$ cat config.mk
export PLATFORM = sky130hd
export DESIGN_NAME = mem_interface_unit_flat
export DESIGN_NICKNAME = d
export VERILOG_FILES = /design/src/rtl/tinyalu_pkg.sv /design/src/rtl/mem_interface_unit_if.sv /design/src/rtl/miu_watchdog.sv /design/src/rtl/mem_interface_unit.sv /design/src/flat_wrapper.sv
export SDC_FILE = /design/constraint.sdc
export NUM_CORES = 1
export LEC_CHECK = 0
export CAP_MARGIN = 40
export CORE_UTILIZATION = 35
export CTS_CLUSTER_DIAMETER = 60
export CTS_CLUSTER_SIZE = 24
export DETAILED_ROUTE_END_ITERATION = 8
export HOLD_SLACK_MARGIN = 0.03
export PLACE_DENSITY = 0.59
export RECOVER_POWER = 25
export SYNTH_ARGS = -nofsm -noshare
export SYNTH_HDL_FRONTEND = slang
export SYNTH_SLANG_ARGS = --single-unit
$ cat constraint.sdc
create_clock -name clk -period 3.9 [get_ports clk]
set_clock_uncertainty 0.2 [all_clocks]
set_input_delay 0.78 -clock clk [delete_from_list [all_inputs] [get_ports clk]]
set_output_delay 0.78 -clock clk [all_outputs]
set_load 0.05 [all_outputs]
$ cat src/rtl/tinyalu_pkg.sv
// tinyalu_pkg: shared types and constants for the TinyALU memory interface unit
package tinyalu_pkg;

    localparam int MIU_ADDR_W = 14;
    localparam int MIU_DATA_W = 8;
    localparam logic [7:0] MIU_TIMEOUT_VAL = 8'hFF;

    typedef enum logic [2:0] {
        IDLE,
        LD,
        ST_LO,
        ST_HI,
        DONE
    } miu_state_t;

endpackage

$ cat src/rtl/mem_interface_unit_if.sv
// mem_interface_unit_if: IU request/completion signals plus the byte-wide main-memory bus
interface mem_interface_unit_if #(
    parameter int ADDR_W = 14,
    parameter int DATA_W = 8
);

    logic                  load;
    logic                  store;
    logic [ADDR_W-1:0]     addr;
    logic [2*DATA_W-1:0]   result;
    logic [DATA_W-1:0]     data;
    logic                  mem_done;
    logic                  busy;
    logic                  mem_req;
    logic                  mem_we;
    logic [ADDR_W-1:0]     mem_addr;
    logic [DATA_W-1:0]     mem_wdata;
    logic [DATA_W-1:0]     mem_rdata;
    logic                  mem_resp;
    logic                  mem_err;

    // The unit itself: consumes IU requests and memory responses
    modport slave (
        input  load, store, addr, result, mem_rdata, mem_resp,
        output data, mem_done, busy, mem_req, mem_we, mem_addr, mem_wdata, mem_err
    );

    // The surrounding IU and memory
    modport master (
        output load, store, addr, result, mem_rdata, mem_resp,
        input  data, mem_done, busy, mem_req, mem_we, mem_addr, mem_wdata, mem_err
    );

endinterface

$ cat src/rtl/miu_watchdog.sv
// miu_watchdog: wait-cycle counter that flags when a memory request has waited LIMIT cycles
module miu_watchdog #(
    parameter int LIMIT = 255
) (
    input  logic clk,
    input  logic reset_n,
    input  logic clr_i,
    input  logic en_i,
    output logic expired_o
);

    localparam int W = $clog2(LIMIT + 1);

    logic [W-1:0] cnt_q, cnt_d;

    // Clear wins over count so each request state starts from zero
    always_comb begin
        cnt_d = clr_i ? '0 : en_i ? cnt_q + W'(1) : cnt_q;
    end

    // Counter register
    always_ff @(posedge clk) begin
        if (!reset_n) begin
            cnt_q <= '0;
        end else begin
            cnt_q <= cnt_d;
        end
    end

    assign expired_o = en_i && !clr_i && (cnt_q == W'(LIMIT - 1));

endmodule

$ cat src/rtl/mem_interface_unit.sv
// mem_interface_unit: runs IU loads/stores as byte transactions on main memory; MIU_TIMEOUT_EN adds a response timeout
module mem_interface_unit
    import tinyalu_pkg::*;
#(
    parameter int ADDR_W = MIU_ADDR_W,
    parameter int DATA_W = MIU_DATA_W
`ifdef MIU_TIMEOUT_EN
    ,
    parameter int TIMEOUT_CYC = 255
`endif
) (
    input  logic                clk,
    input  logic                reset_n,
    mem_interface_unit_if.slave bus
);

    miu_state_t            state_q, state_d;
    logic [ADDR_W-1:0]     addr_q, addr_d;
    logic [2*DATA_W-1:0]   result_q, result_d;
    logic [DATA_W-1:0]     data_q, data_d;
    logic [ADDR_W-1:0]     mem_addr_q, mem_addr_d;
    logic [DATA_W-1:0]     mem_wdata_q, mem_wdata_d;
    logic                  mem_req_q, mem_req_d;
    logic                  mem_we_q, mem_we_d;
    logic                  mem_err_q, mem_err_d;
    logic                  mem_done_q;
    logic                  timed_out;

`ifdef MIU_TIMEOUT_EN
    logic wd_active;

    assign wd_active = state_q inside {LD, ST_LO, ST_HI};

    miu_watchdog #(
        .LIMIT(TIMEOUT_CYC)
    ) u_watchdog (
        .clk      (clk),
        .reset_n  (reset_n),
        .clr_i    (!wd_active || bus.mem_resp),
        .en_i     (wd_active && !bus.mem_resp),
        .expired_o(timed_out)
    );
`else
    assign timed_out = 1'b0;
`endif

    // Next state, request latches, load data and timeout flag
    always_comb begin
        state_d   = state_q;
        addr_d    = addr_q;
        result_d  = result_q;
        data_d    = data_q;
        mem_err_d = 1'b0;
        case (state_q)
            IDLE: begin
                if (bus.load) begin
                    addr_d  = bus.addr;
                    state_d = LD;
                end else if (bus.store) begin
                    addr_d   = bus.addr;
                    result_d = bus.result;
                    state_d  = ST_LO;
                end
            end
            LD: begin
                if (bus.mem_resp) begin
                    data_d  = bus.mem_rdata;
                    state_d = DONE;
                end else if (timed_out) begin
                    data_d    = DATA_W'(MIU_TIMEOUT_VAL);
                    mem_err_d = 1'b1;
                    state_d   = DONE;
                end
            end
            ST_LO, ST_HI: begin
                if (bus.mem_resp) begin
                    state_d = (state_q == ST_LO) ? ST_HI : DONE;
                end else if (timed_out) begin
                    mem_err_d = 1'b1;
                    state_d   = DONE;
                end
            end
            default: state_d = IDLE;
        endcase
    end

    // Bus outputs are derived from the state being entered so they are registered yet aligned with it
    always_comb begin
        mem_req_d   = state_d inside {LD, ST_LO, ST_HI};
        mem_we_d    = state_d inside {ST_LO, ST_HI};
        mem_addr_d  = (state_d == ST_HI) ? addr_d + ADDR_W'(1) : mem_req_d ? addr_d : mem_addr_q;
        mem_wdata_d = (state_d == ST_LO) ? result_d[DATA_W-1:0]
                    : (state_d == ST_HI) ? result_d[2*DATA_W-1:DATA_W]
                    : mem_wdata_q;
    end

    // State and output registers
    always_ff @(posedge clk) begin
        if (!reset_n) begin
            state_q     <= IDLE;
            addr_q      <= '0;
            result_q    <= '0;
            data_q      <= '0;
            mem_addr_q  <= '0;
            mem_wdata_q <= '0;
            mem_req_q   <= 1'b0;
            mem_we_q    <= 1'b0;
            mem_err_q   <= 1'b0;
            mem_done_q  <= 1'b0;
        end else begin
            state_q     <= state_d;
            addr_q      <= addr_d;
            result_q    <= result_d;
            data_q      <= data_d;
            mem_addr_q  <= mem_addr_d;
            mem_wdata_q <= mem_wdata_d;
            mem_req_q   <= mem_req_d;
            mem_we_q    <= mem_we_d;
            mem_err_q   <= mem_err_d;
            mem_done_q  <= (state_d == DONE);
        end
    end

    assign bus.data      = data_q;
    assign bus.mem_done  = mem_done_q;
    assign bus.busy      = (state_q != IDLE);
    assign bus.mem_req   = mem_req_q;
    assign bus.mem_we    = mem_we_q;
    assign bus.mem_addr  = mem_addr_q;
    assign bus.mem_wdata = mem_wdata_q;
    assign bus.mem_err   = mem_err_q;

endmodule

$ cat src/flat_wrapper.sv
// flat-port wrapper written by rule: the top's interface ports become plain ports
module mem_interface_unit_flat import tinyalu_pkg::*;
#(
    parameter int ADDR_W = MIU_ADDR_W,
    parameter int DATA_W = MIU_DATA_W

)
  (clk, reset_n, bus_load, bus_store, bus_addr, bus_result, bus_mem_rdata, bus_mem_resp, bus_data, bus_mem_done, bus_busy, bus_mem_req, bus_mem_we, bus_mem_addr, bus_mem_wdata, bus_mem_err);
  mem_interface_unit_if #(.ADDR_W(ADDR_W), .DATA_W(DATA_W)) bus_i ();
  input  logic clk;
  input  logic reset_n;
  input wire logic [$bits(bus_i.load)-1:0] bus_load;
  input wire logic [$bits(bus_i.store)-1:0] bus_store;
  input wire logic [$bits(bus_i.addr)-1:0] bus_addr;
  input wire logic [$bits(bus_i.result)-1:0] bus_result;
  input wire logic [$bits(bus_i.mem_rdata)-1:0] bus_mem_rdata;
  input wire logic [$bits(bus_i.mem_resp)-1:0] bus_mem_resp;
  output wire logic [$bits(bus_i.data)-1:0] bus_data;
  output wire logic [$bits(bus_i.mem_done)-1:0] bus_mem_done;
  output wire logic [$bits(bus_i.busy)-1:0] bus_busy;
  output wire logic [$bits(bus_i.mem_req)-1:0] bus_mem_req;
  output wire logic [$bits(bus_i.mem_we)-1:0] bus_mem_we;
  output wire logic [$bits(bus_i.mem_addr)-1:0] bus_mem_addr;
  output wire logic [$bits(bus_i.mem_wdata)-1:0] bus_mem_wdata;
  output wire logic [$bits(bus_i.mem_err)-1:0] bus_mem_err;
  assign bus_i.load = bus_load;
  assign bus_i.store = bus_store;
  assign bus_i.addr = bus_addr;
  assign bus_i.result = bus_result;
  assign bus_i.mem_rdata = bus_mem_rdata;
  assign bus_i.mem_resp = bus_mem_resp;
  assign bus_data = bus_i.data;
  assign bus_mem_done = bus_i.mem_done;
  assign bus_busy = bus_i.busy;
  assign bus_mem_req = bus_i.mem_req;
  assign bus_mem_we = bus_i.mem_we;
  assign bus_mem_addr = bus_i.mem_addr;
  assign bus_mem_wdata = bus_i.mem_wdata;
  assign bus_mem_err = bus_i.mem_err;
  mem_interface_unit #(.ADDR_W(ADDR_W), .DATA_W(DATA_W)) u_core (.clk(clk), .reset_n(reset_n), .bus(bus_i));
endmodule
### Word level (Yosys, flattened, before mapping)

Index checks and enable logic that the tools add are counted.

* register bits: 66
* input port bits: 43
* output and inout bits: 35

* eq/ne operators: 7
* add/subtract/negate cells: 1
* multiplexer cells: 16
* reductions and logical operators: 7

Operator list (count)
* 14-bit two-way mux: 5
* 16-bit two-way mux: 3
* 8-bit two-way mux: 2
* 3-bit two-way mux: 5
* 14-bit by 1-bit adder with 14-bit output (second input constant): 1
* 3-bit by 2-bit == test with 1-bit output (second input constant): 4
* 3-bit case mux with 3 select lines: 1
* 3-bit by 1-bit == test with 1-bit output (second input constant): 2
* 3-bit nonzero test: 2
* 2-bit nonzero test: 2
* 3-bit == test (second input constant): 1
* 3-bit zero test: 1
* 2-bit AND reduction: 1
* 2-bit OR reduction: 1

### Logic depth before layout (Yosys ltp)

Gate-level depths: netlist (run 1).

* word-level depth: 8
* gate-level depth with buffers: 12

### Least setup slack after synthesis (run 1)

OpenSTA, ideal clock, no wires.

* path type: input port to flip-flop
* start point: in bus_store
* end point: reg u_core.mem_addr_q[12] (netlist: u_core.bus.mem_addr[12])
* buffers on the path: 1
* stages on the path: 10
* arrival: 2.328 ns
* library setup time: 0.124 ns
* data required time: 3.576 ns
* path slack: 1.248 ns
* cells stage by stage: nor2_1 nor2_8 buf_6 mux2i_1 inv_1 ha_1 nand3_1 a211oi_2 xor2_1 o21ai_0

* elaborated cells on any way between the ends: 14

RTL lines
* from (decl): line flat_wrapper.sv:13 `input wire logic [$bits(bus_i.store)-1:0] bus_store;`
* 14-bit two-way mux: line mem_interface_unit.sv:59 `end else if (bus.store) begin`
* 14-bit two-way mux: line mem_interface_unit.sv:56 `if (bus.load) begin`
* 14-bit two-way mux: line mem_interface_unit.sv:54 `case (state_q)`
* via u_core.addr_d[1]: line mem_interface_unit.sv:18 `logic [ADDR_W-1:0] addr_q, addr_d;`
* 14-bit by 1-bit adder with 14-bit output: line mem_interface_unit.sv:91 `mem_addr_d = (state_d == ST_HI) ? addr_d + ADDR_W'(1) : mem_req_d ? addr_d : mem_addr_q;`
* 14-bit two-way mux: line mem_interface_unit.sv:91
* to (signal assigned): line mem_interface_unit.sv:115 `mem_addr_q <= mem_addr_d;`
* to (decl): line mem_interface_unit.sv:21 `logic [ADDR_W-1:0] mem_addr_q, mem_addr_d;`

The timed path passes the listed nets, and every way through them passes these cells. The select of a mux whose other input is x is not followed.
A chain may end at the register's enable or synchronous reset.

### Worst setup path in the final report (run 1)

* start point: in bus_load
* end point: reg u_core.mem_addr_q[10] (netlist: u_core.bus.mem_addr[10])

* elaborated cells on any way between the ends: 12

RTL lines
* from (decl): line flat_wrapper.sv:12 `input wire logic [$bits(bus_i.load)-1:0] bus_load;`
* 14-bit two-way mux: line mem_interface_unit.sv:56
* 14-bit two-way mux: line mem_interface_unit.sv:54
* via u_core.addr_d[0]: line mem_interface_unit.sv:18
* 14-bit by 1-bit adder with 14-bit output: line mem_interface_unit.sv:91
* 14-bit two-way mux: line mem_interface_unit.sv:91

The timed path passes the listed nets, and every way through them passes these cells. The select of a mux whose other input is x is not followed.

==> results of run 1 <==
==> cells by family after synthesis <==
family | Yosys count | synth area share, %
compound gates | 49 | 11.5
flops | 66 | 47.0
xor+xnor | 9 | 2.80
buf+inv | 23 | 5.07
mux | 34 | 12.1
other cells | 1 | 0.133
simple gates | 125 | 21.0
fa+ha+maj | 1 | 0.445
==> per-layer routing <==
layer,global-route usage (%),vias up
met4,10.8,0
met5,0,-
li1,-,1227
met1,23.6,1154
met2,26.7,86
met3,4.31,14
==> flip-flops by register name, summed over array words and instances (netlist names) <==
register and count:
u_core.bus.mem_we 1, u_core.bus.mem_done 1, u_core.addr_q 14, u_core.bus.mem_addr 14, u_core.bus.mem_req 1, u_core.state_q 3, u_core.bus.mem_wdata 8, u_core.bus.data 8
u_core.result_q 16
==> cells in the mapped netlist, types with 3 or more instances <==
cell	instances	area [µm²]
dfxtp_1	66	1320
nor2_1	43	161
mux2i_1	33	330
nand2_1	33	124
a21oi_1	22	110
nand3_1	16	80.1
nor3_1	13	65.1
clkbuf_1	6	22.5
nand4_1	6	37.5
inv_1	5	18.8
o21ai_0	5	25.0
xor2_1	5	43.8
a221o_1	4	40.0
xnor2_1	4	35.0
buf_6	3	33.8
nand2b_1	3	18.8
o22ai_1	3	18.8
==> worst max-delay path: stages <==
cell,delay (ns)
clkdlybuf4s50_1,0.54
nor2_1,0.06
buf_4,0.16
nor2_8,0.26
mux2i_1,0.37
inv_1,0.08
ha_1,0.26
nand3_1,0.18
o21ai_0,0.12
a32o_1,0.21
==> cells in the final DEF, fill, tap and decap left out, types with 3 or more instances in the layout <==
master	n
dfxtp_1	66
clkdlybuf4s50_1	55
nor2_1	43
mux2i_1	33
nand2_1	33
a21oi_1	22
dlygate4sd3_1	21
nand3_1	16
nor3_1	13
clkbuf_8	11
nand4_1	6
inv_1	5
o21ai_0	5
xor2_1	5
buf_4	5
xnor2_1	4
a221o_1	4
nand2b_1	3
o22ai_1	3
bufinv_16	3
==> stage by stage <==
stage / hold slack [ns] / util (%) / std cells / power (mW)
2_1_floorplan: 0.237 / - / 308 / 1.05
3_3_place_gp: 0.239 / 46.6 / 474 / 1.18
3_5_place_dp: 0.250 / 46.7 / 475 / 1.19
4_1_cts: 0.260 / 50.0 / 491 / 1.91
5_1_grt: 0.285 / 49.9 / 491 / 1.96
6_report: 0.248 / 49.9 / 491 / 1.88
==> power by group <==
part / switching, mW / internal (mW) / leakage (nW) / total (mW)
logic: 0.251 / 0.156 / 0.907 / 0.407
registers: 0.0321 / 0.724 / 0.540 / 0.757
clock network: 0.263 / 0.457 / 0.129 / 0.720
total: 0.546 / 1.34 / 1.58 / 1.88
==> area by class of cell <==
cell class | count | area [µm²]
fillers | 769 | 3890
multi-input cells | 219 | 1350
flip-flops and latches | 66 | 1320
repair buffers | 82 | 802
clock buffers | 11 | 151
well taps | 102 | 128
clock inverters | 5 | 100
inverters | 6 | 25.0
==> worst paths after layout <==
| kind | from | endpoint | slack [ns] | cells past startpoint |
|---|---|---|---|---|
| max | bus_load | u_core.bus.mem_addr[10] | 0.89 | 10 |
| max reg2reg | u_core.state_q[0] | u_core.bus.mem_addr[10] | 1.10 | 9 |
| min reg2reg | u_core.bus.mem_addr[3] | u_core.bus.mem_addr[3] | 0.25 | 2 |
| min | u_core.bus.mem_addr[3] | u_core.bus.mem_addr[3] | 0.25 | 2 |
==> results.py, run 1 <==
metrics = {
    "outcome": {
        "status": "finished clean",
    },
    "placed_design": {
        "port_buffers": 76,
        "dpl.hpwl_mm": 5.00,
        "place.gp.congestion": 0.862,
        "placed_area_um2": 3630,
        "pre_cts_ws_ns": 0.571,
    },
    "yosys": {
        "ys_types": 50,
        "yosysWarnings": 0,
        "synth_area_per_cell_um2": 9.14,
        "synth-seq-area-share_pct": 47.0,
        "synth_nets": 352,
        "synth_seq_cells": 66,
        "synth_edf_count": 0,
        "syn_inst": 308,
        "ys.flop_type": "dfxtp_1",
        "async_flop_share_pct": 0,
        "synth_area_um2": 2810,
    },
    "cts": {
        "ctsHtreeMaxLevel": 3,
        "clk_latency_ns": 0.35,
        "cts.clk_slew.worst_paths_ns": 0.07,
        "ctsResizeCount": 0,
        "hold_buffers": 0,
        "clockBufferDepth": 2,
        "numCtsBuffers": 9,
        "cts_tree": "done",
        "post-cts-setup-buffers": 0,
        "cts_root_buffer": "clkbuf_8",
        "cts_sinks": 66,
    },
    "drt": {
        "ant_nets": 0,
        "highest_layer": "met4",
        "drc_errors": 0,
        "wire_per_inst_um": 14.4,
        "num_vias": 2481,
        "dr.pass1.iters": 4,
        "drt-met1-wl_mm": 3.31,
        "wl_met3_um": 493,
        "first_iter_violations": 158,
        "drt-total-wl_mm": 7.08,
        "dr_wl_met2_mm": 3.11,
        "viasPerCell": 5.05,
    },
    "power": {
        "pwr_density_cell_nw_per_um2": 486,
        "p_leak_nw": 1.58,
        "ir_drop_mv": 0.198,
    },
    "timing": {
        "final.setup.tns_ns": 0,
        "finalWorstSetupSlack_ns": 0.890,
        "rsz0062_at_grt": "no",
        "setup_viol": 0,
        "final-hold-violation-count": 0,
        "maxSlewViolCount": 0,
        "min_period_ns": 3.01,
        "relSlewSlack_pct": 45.5,
        "worstMarginPinSlew_ns": 0.812,
        "fmax_mhz": 332,
        "min_period_over_period_pct": 77.2,
    },
    "die": {
        "dieHeight_um": 91.7,
        "core_um2": 7770,
        "start_util_pct": 36.2,
        "io_pins": 78,
        "die_w_um": 91.7,
        "die_area_um2": 8400,
        "rows": 32,
    },
    "final_layout": {
        "final_nets": 428,
        "finalInstanceArea_um2": 3880,
        "diodes": 0,
        "layout-drive-gt1-share_pct": 8.74,
        "syn_to_final_growth_pct": 37.8,
    },
    "critical_path": {
        "worst_ep_arrival_time_ns": 3.05,
        "critPathKind": "input port to flip-flop",
        "cp-end-kind": "flip-flop",
        "cp-start-kind": "input port",
        "crit_fanout": 15,
        "worstPathRequired_ns": 3.94,
    },
    "run": {
        "max-cap-violations": 0,
    },
    "global_route": {
        "grt_max_degree": 23,
        "grt_pass1_vias": 2425,
        "grt_pass1_wl_mm": 11.7,
        "antenna_found_initial": 0,
        "overflow": 0,
        "gr-usage-all-layers_pct": 18.0,
    },
    "min_path": {
        "hold_class": "flip-flop to flip-flop",
    },
}
Power figures use the tool's default switching activity.
==> inputs of run 2 (changes only) <==
==> constraint.sdc (replaced) <==
create_clock -name clk -period 2.85 [get_ports clk]
set_clock_uncertainty 0.2 [all_clocks]
set_input_delay 0.57 -clock clk [delete_from_list [all_inputs] [get_ports clk]]
set_output_delay 0.57 -clock clk [all_outputs]
set_load 0.05 [all_outputs]
==> run 2 against run 1 <==
Effect of this change: setup slack lost 0.69 ns; clock power grew 6.2%; sequential share of layout area shrank 0.31 points; via count grew 2.2%; die area is the same; non-clock buffer count grew 16; critical path type is now flip-flop to output port.
==> results.py, run 2 (synthesized netlist as in run 1, its figures left out) <==
metrics = {
    "placed_design": {
        "place_inst": 491,
        "pre_cts_ws_ns": 0.0299,
        "port_buffers": 76,
        "place.gp.congestion": 0.876,
        "dpl.hpwl_mm": 5.13,
    },
    "power": {
        "switching_share_pct": 30.6,
        "clkPwrFrac_pct": 31.9,
        "p_leak_nw": 1.54,
        "seqPwrFrac_pct": 43.1,
        "pwr_density_cell_nw_per_um2": 613,
        "internal-power_mw": 1.66,
        "comb_power_share_pct": 25.0,
        "ir_drop_mv": 0.263,
        "switchingPower_mw": 0.734,
    },
    "die": {
        "rows": 32,
        "die_area_um2": 8400,
        "dieHeight_um": 91.7,
        "die_w_um": 91.7,
        "start_util_pct": 36.2,
        "io_pins": 78,
        "core_um2": 7770,
    },
    "final_layout": {
        "layout-drive-gt1-share_pct": 10.1,
        "top_register": "u_core.result_q",
        "finalNonFillerCells": 506,
        "syn_to_final_growth_pct": 39.0,
        "diodes": 0,
        "final_core_util_pct": 50.4,
        "final_cell_mix": "73 x clkdlybuf4s50_1, 66 x dfxtp_1, 43 x nor2_1",
        "final_nets": 444,
        "largest_reg_flops": 16,
        "final_common_cell": "clkdlybuf4s50_1",
    },
    "cts": {
        "hold_buffers": 0,
        "post-cts-setup-buffers": 0,
        "cts.clk_slew.worst_paths_ns": 0.07,
        "cts_root_buffer": "clkbuf_8",
        "cts_tree": "done",
        "cts_sinks": 66,
        "ctsResizeCount": 0,
        "clockBufferDepth": 2,
        "numCtsBuffers": 9,
        "ctsHtreeMaxLevel": 3,
        "clk_latency_ns": 0.33,
    },
    "drt": {
        "dr.pass1.iters": 5,
        "ant_nets": 0,
        "viasPerCell": 5.01,
        "drc_errors": 0,
        "first_iter_violations": 134,
        "wire_per_inst_um": 14.0,
        "num_vias": 2536,
        "drt-total-wl_mm": 7.08,
    },
    "timing": {
        "min_period_ns": 2.65,
        "fmax_mhz": 377,
        "setup_viol": 0,
        "final-hold-violation-count": 0,
        "worstMarginPinSlew_ns": 1.23,
        "fin_hold_ws_ns": 0.249,
        "min_period_over_period_pct": 93.1,
        "maxSlewViolCount": 0,
        "rsz0062_at_grt": "no",
        "final.setup.tns_ns": 0,
        "finalWorstSetupSlack_ns": 0.196,
        "relSlewSlack_pct": 18.1,
    },
    "outcome": {
        "status": "finished clean",
    },
    "global_route": {
        "grt_pass1_wl_mm": 11.8,
        "grt_max_degree": 26,
        "grt_pass1_vias": 2427,
        "overflow": 0,
        "gr-usage-all-layers_pct": 17.8,
        "antenna_found_initial": 0,
    },
    "critical_path": {
        "r2r_setup_slack_ns": 0.54,
        "cp-end-kind": "output port",
        "critPathKind": "flip-flop to output port",
        "worstPathCellList": "nor3_4, inv_4, clkdlybuf4s50_1",
        "slowest_delay_ns": 0.81,
        "cp-start-kind": "flip-flop",
        "worst_ep_arrival_time_ns": 1.88,
        "crit_fanout": 9,
        "slowest_stage": "clkdlybuf4s50_1",
        "worstPathRequired_ns": 2.08,
    },
    "run": {
        "max-cap-violations": 0,
    },
    "min_path": {
        "hold_class": "flip-flop to flip-flop",
    },
}
## run 2: changes by cell type in the layout (fill, tap and decap cells not counted), sizes merged
cell and delta:
dlygate4sd3 -18, clkinv -2, buf +12, bufinv -2, clkinvlp +1, clkdlybuf4s50 +18, clkbuf +6
## run 2: area by class of cell
type	instances	area, µm²
sequential	66	1320
timing repair buffer	98	907
fill	759	3850
tap	102	128
inverter	6	25.0
clock buffer	13	149
multi-input combinational	219	1350
clock inverter	2	37.5
## run 2: path summary, 6_finish.rpt
| path | depth (start not counted) | endpoint | from |
|---|---|---|---|
| worst max-delay path | 3 | bus_busy | u_core.state_q[0] |
| worst min-delay path | 2 | u_core.bus.mem_addr[1] | u_core.bus.mem_addr[1] |
| worst max register to register | 9 | u_core.bus.mem_addr[10] | u_core.state_q[0] |
| worst min register to register | 2 | u_core.bus.mem_addr[1] | u_core.bus.mem_addr[1] |
## run 2: stage by stage
step / instance area, µm² / total power, mW
after floorplan: 2810 / 1.43
after global placement: 3750 / 1.66
final: 3910 / 2.40
after detailed placement: 3750 / 1.66
after global routing: 3910 / 2.52
after CTS: 3940 / 2.42
## run 2: power by group through the flow
stage	registers (mW)	clock network (mW)	logic, mW
detailed placement	1.05	0	0.603
CTS	1.03	0.784	0.606
global route	1.04	0.830	0.644
finish	1.03	0.765	0.598
global placement	1.05	0	0.602
floorplan	1.16	0	0.270
## run 2: worst max-delay path: cells and delay by family (launching register included)
family                 cells  cell delay, ns
AND/OR/NAND/NOR            1            0.10
flip-flops                 1            0.54
buffers and inverters      2            0.92
## run 2: metal layers
metal / global-route usage, % / share of wire, %
met1: 25.0 / 48
met2: 26.4 / 44
met3: 4.06 / 7.0
met4: 6.75 / 1.2
met5: 0 / 0
==> inputs of run 3 (changes only) <==
--- a/config.mk
+++ b/config.mk
@@ -6,12 +6,12 @@
 export NUM_CORES = 1
 export LEC_CHECK = 0
 export CAP_MARGIN = 40
-export CORE_UTILIZATION = 35
+export CORE_UTILIZATION = 48
 export CTS_CLUSTER_DIAMETER = 60
 export CTS_CLUSTER_SIZE = 24
 export DETAILED_ROUTE_END_ITERATION = 8
 export HOLD_SLACK_MARGIN = 0.03
-export PLACE_DENSITY = 0.59
+export PLACE_DENSITY = 0.78
 export RECOVER_POWER = 25
 export SYNTH_ARGS = -nofsm -noshare
 export SYNTH_HDL_FRONTEND = slang
==> run 3 against run 2 <==
Effect of this change: first-iteration DRC count increased by 26%; sequential cell count unchanged; register-to-register slack got worse by 0.10 ns; critical path type unchanged; critical endpoint unchanged; largest power group unchanged.
==> results.py, run 3 (synthesized netlist as in run 1, its figures left out) <==
metrics = {
    "outcome": {
        "status": "finished clean",
    },
    "critical_path": {
        "cp-end-kind": "output port",
        "worstPathRequired_ns": 2.08,
        "crit_fanout": 9,
        "critPathKind": "flip-flop to output port",
        "slowest_stage": "clkdlybuf4s50_1",
        "slowest_delay_ns": 0.80,
        "cp_num_buf_inv": 2,
        "worstPathCellList": "nor3_4, inv_4, clkdlybuf4s50_1",
        "cp-start-kind": "flip-flop",
        "worst_path_dominant_cell_family": "buffers and inverters",
        "worst_ep_arrival_time_ns": 1.93,
    },
    "final_layout": {
        "final_nets": 440,
        "largest_reg_flops": 16,
        "finalInstanceArea_um2": 3870,
        "top_register": "u_core.result_q",
        "layout-drive-gt1-share_pct": 11.0,
        "diodes": 0,
        "final_core_util_pct": 69.5,
        "syn_to_final_growth_pct": 37.6,
        "final_cell_mix": "74 x clkdlybuf4s50_1, 66 x dfxtp_1, 43 x nor2_1",
        "finalNonFillerCells": 473,
        "final_common_cell": "clkdlybuf4s50_1",
    },
    "timing": {
        "final.setup.tns_ns": 0,
        "maxSlewViolCount": 0,
        "setup_viol": 0,
        "min_period_over_period_pct": 94.6,
        "finalWorstSetupSlack_ns": 0.153,
        "fmax_mhz": 371,
        "fin_hold_ws_ns": 0.252,
        "relSlewSlack_pct": 47.7,
        "worstMarginPinSlew_ns": 0.785,
        "rsz0062_at_grt": "no",
        "final-hold-violation-count": 0,
        "min_period_ns": 2.70,
    },
    "cts": {
        "cts_sinks": 66,
        "cts_tree": "done",
        "ctsResizeCount": 0,
        "cts.clk_slew.worst_paths_ns": 0.08,
        "cts_root_buffer": "clkbuf_8",
        "numCtsBuffers": 9,
        "hold_buffers": 0,
        "ctsHtreeMaxLevel": 3,
        "post-cts-setup-buffers": 0,
        "clk_latency_ns": 0.33,
        "clockBufferDepth": 2,
    },
    "drt": {
        "drt-total-wl_mm": 6.95,
        "viasPerCell": 5.38,
        "first_iter_violations": 169,
        "num_vias": 2545,
        "drc_errors": 0,
        "wire_per_inst_um": 14.7,
        "dr.pass1.iters": 5,
        "ant_nets": 0,
    },
    "placed_design": {
        "placed_area_um2": 3680,
        "place_inst": 457,
        "place.gp.congestion": 0.934,
        "pre_cts_ws_ns": 0.0309,
        "dpl.hpwl_mm": 5.10,
        "port_buffers": 76,
    },
    "die": {
        "rows": 27,
        "start_util_pct": 50.5,
        "io_pins": 78,
        "dieHeight_um": 78.6,
        "die_w_um": 78.6,
        "die_area_um2": 6170,
        "core_um2": 5570,
    },
    "power": {
        "p_leak_nw": 1.54,
        "clkPwrFrac_pct": 32.7,
        "seqPwrFrac_pct": 42.8,
        "switching_share_pct": 31.3,
        "internal-power_mw": 1.67,
        "pwr_density_cell_nw_per_um2": 626,
        "fin_total_pwr_mw": 2.42,
        "comb_power_share_pct": 24.6,
        "switchingPower_mw": 0.758,
        "ir_drop_mv": 0.417,
    },
    "min_path": {
        "hold_class": "flip-flop to flip-flop",
    },
    "global_route": {
        "overflow": 0,
        "grt_pass1_vias": 2412,
        "grt_max_degree": 39,
        "grt_pass1_wl_mm": 11.4,
        "gr-usage-all-layers_pct": 23.9,
        "antenna_found_initial": 0,
    },
    "run": {
        "max-cap-violations": 0,
    },
}
==> run 3: cell type report <==
class                      instances  area [µm²]
fill                             463        1700
tap                               72        90.1
multi-input combinational        219        1340
sequential                        66        1320
timing repair buffer              94         890
inverter                           6        25.0
clock inverter                     6        65.1
clock buffer                      10         138
==> run 3: path summary, 6_finish.rpt <==
kind                     startpoint  slack [ns]  depth (start not counted)                 endpoint
min          u_core.bus.mem_addr[1]        0.25                          2   u_core.bus.mem_addr[1]
max reg2reg       u_core.state_q[0]        0.44                          6  u_core.bus.mem_wdata[1]
min reg2reg  u_core.bus.mem_addr[1]        0.25                          2   u_core.bus.mem_addr[1]
max               u_core.state_q[0]        0.15                          3                 bus_busy
==> run 3: power groups by stage <==
stage | clock network [mW] | logic (mW) | registers [mW]
4_1_cts | 0.804 | 0.599 | 1.04
2_1_floorplan | 0 | 0.270 | 1.16
3_5_place_dp | 0 | 0.595 | 1.06
6_report | 0.791 | 0.596 | 1.04
3_3_place_gp | 0 | 0.589 | 1.05
5_1_grt | 0.844 | 0.638 | 1.04
==> run 3: routing by layer <==
layer | wire length [µm] | track usage, % | part of all wire [%] | vias to the layer above
met5 | 0 | 0 | 0 | -
met4 | 52 | 7.78 | 0.75 | 0
met3 | 494 | 5.93 | 7.1 | 4
met2 | 3250 | 36.9 | 47 | 106
met1 | 3160 | 32.4 | 45 | 1187
li1 | - | - | - | 1248
==> run 3: worst min-delay path, cell delays in order, from the launching register on <==
cell and delay (ns):
dfxtp_1 0.31, nand2_1 0.05, a21oi_1 0.05
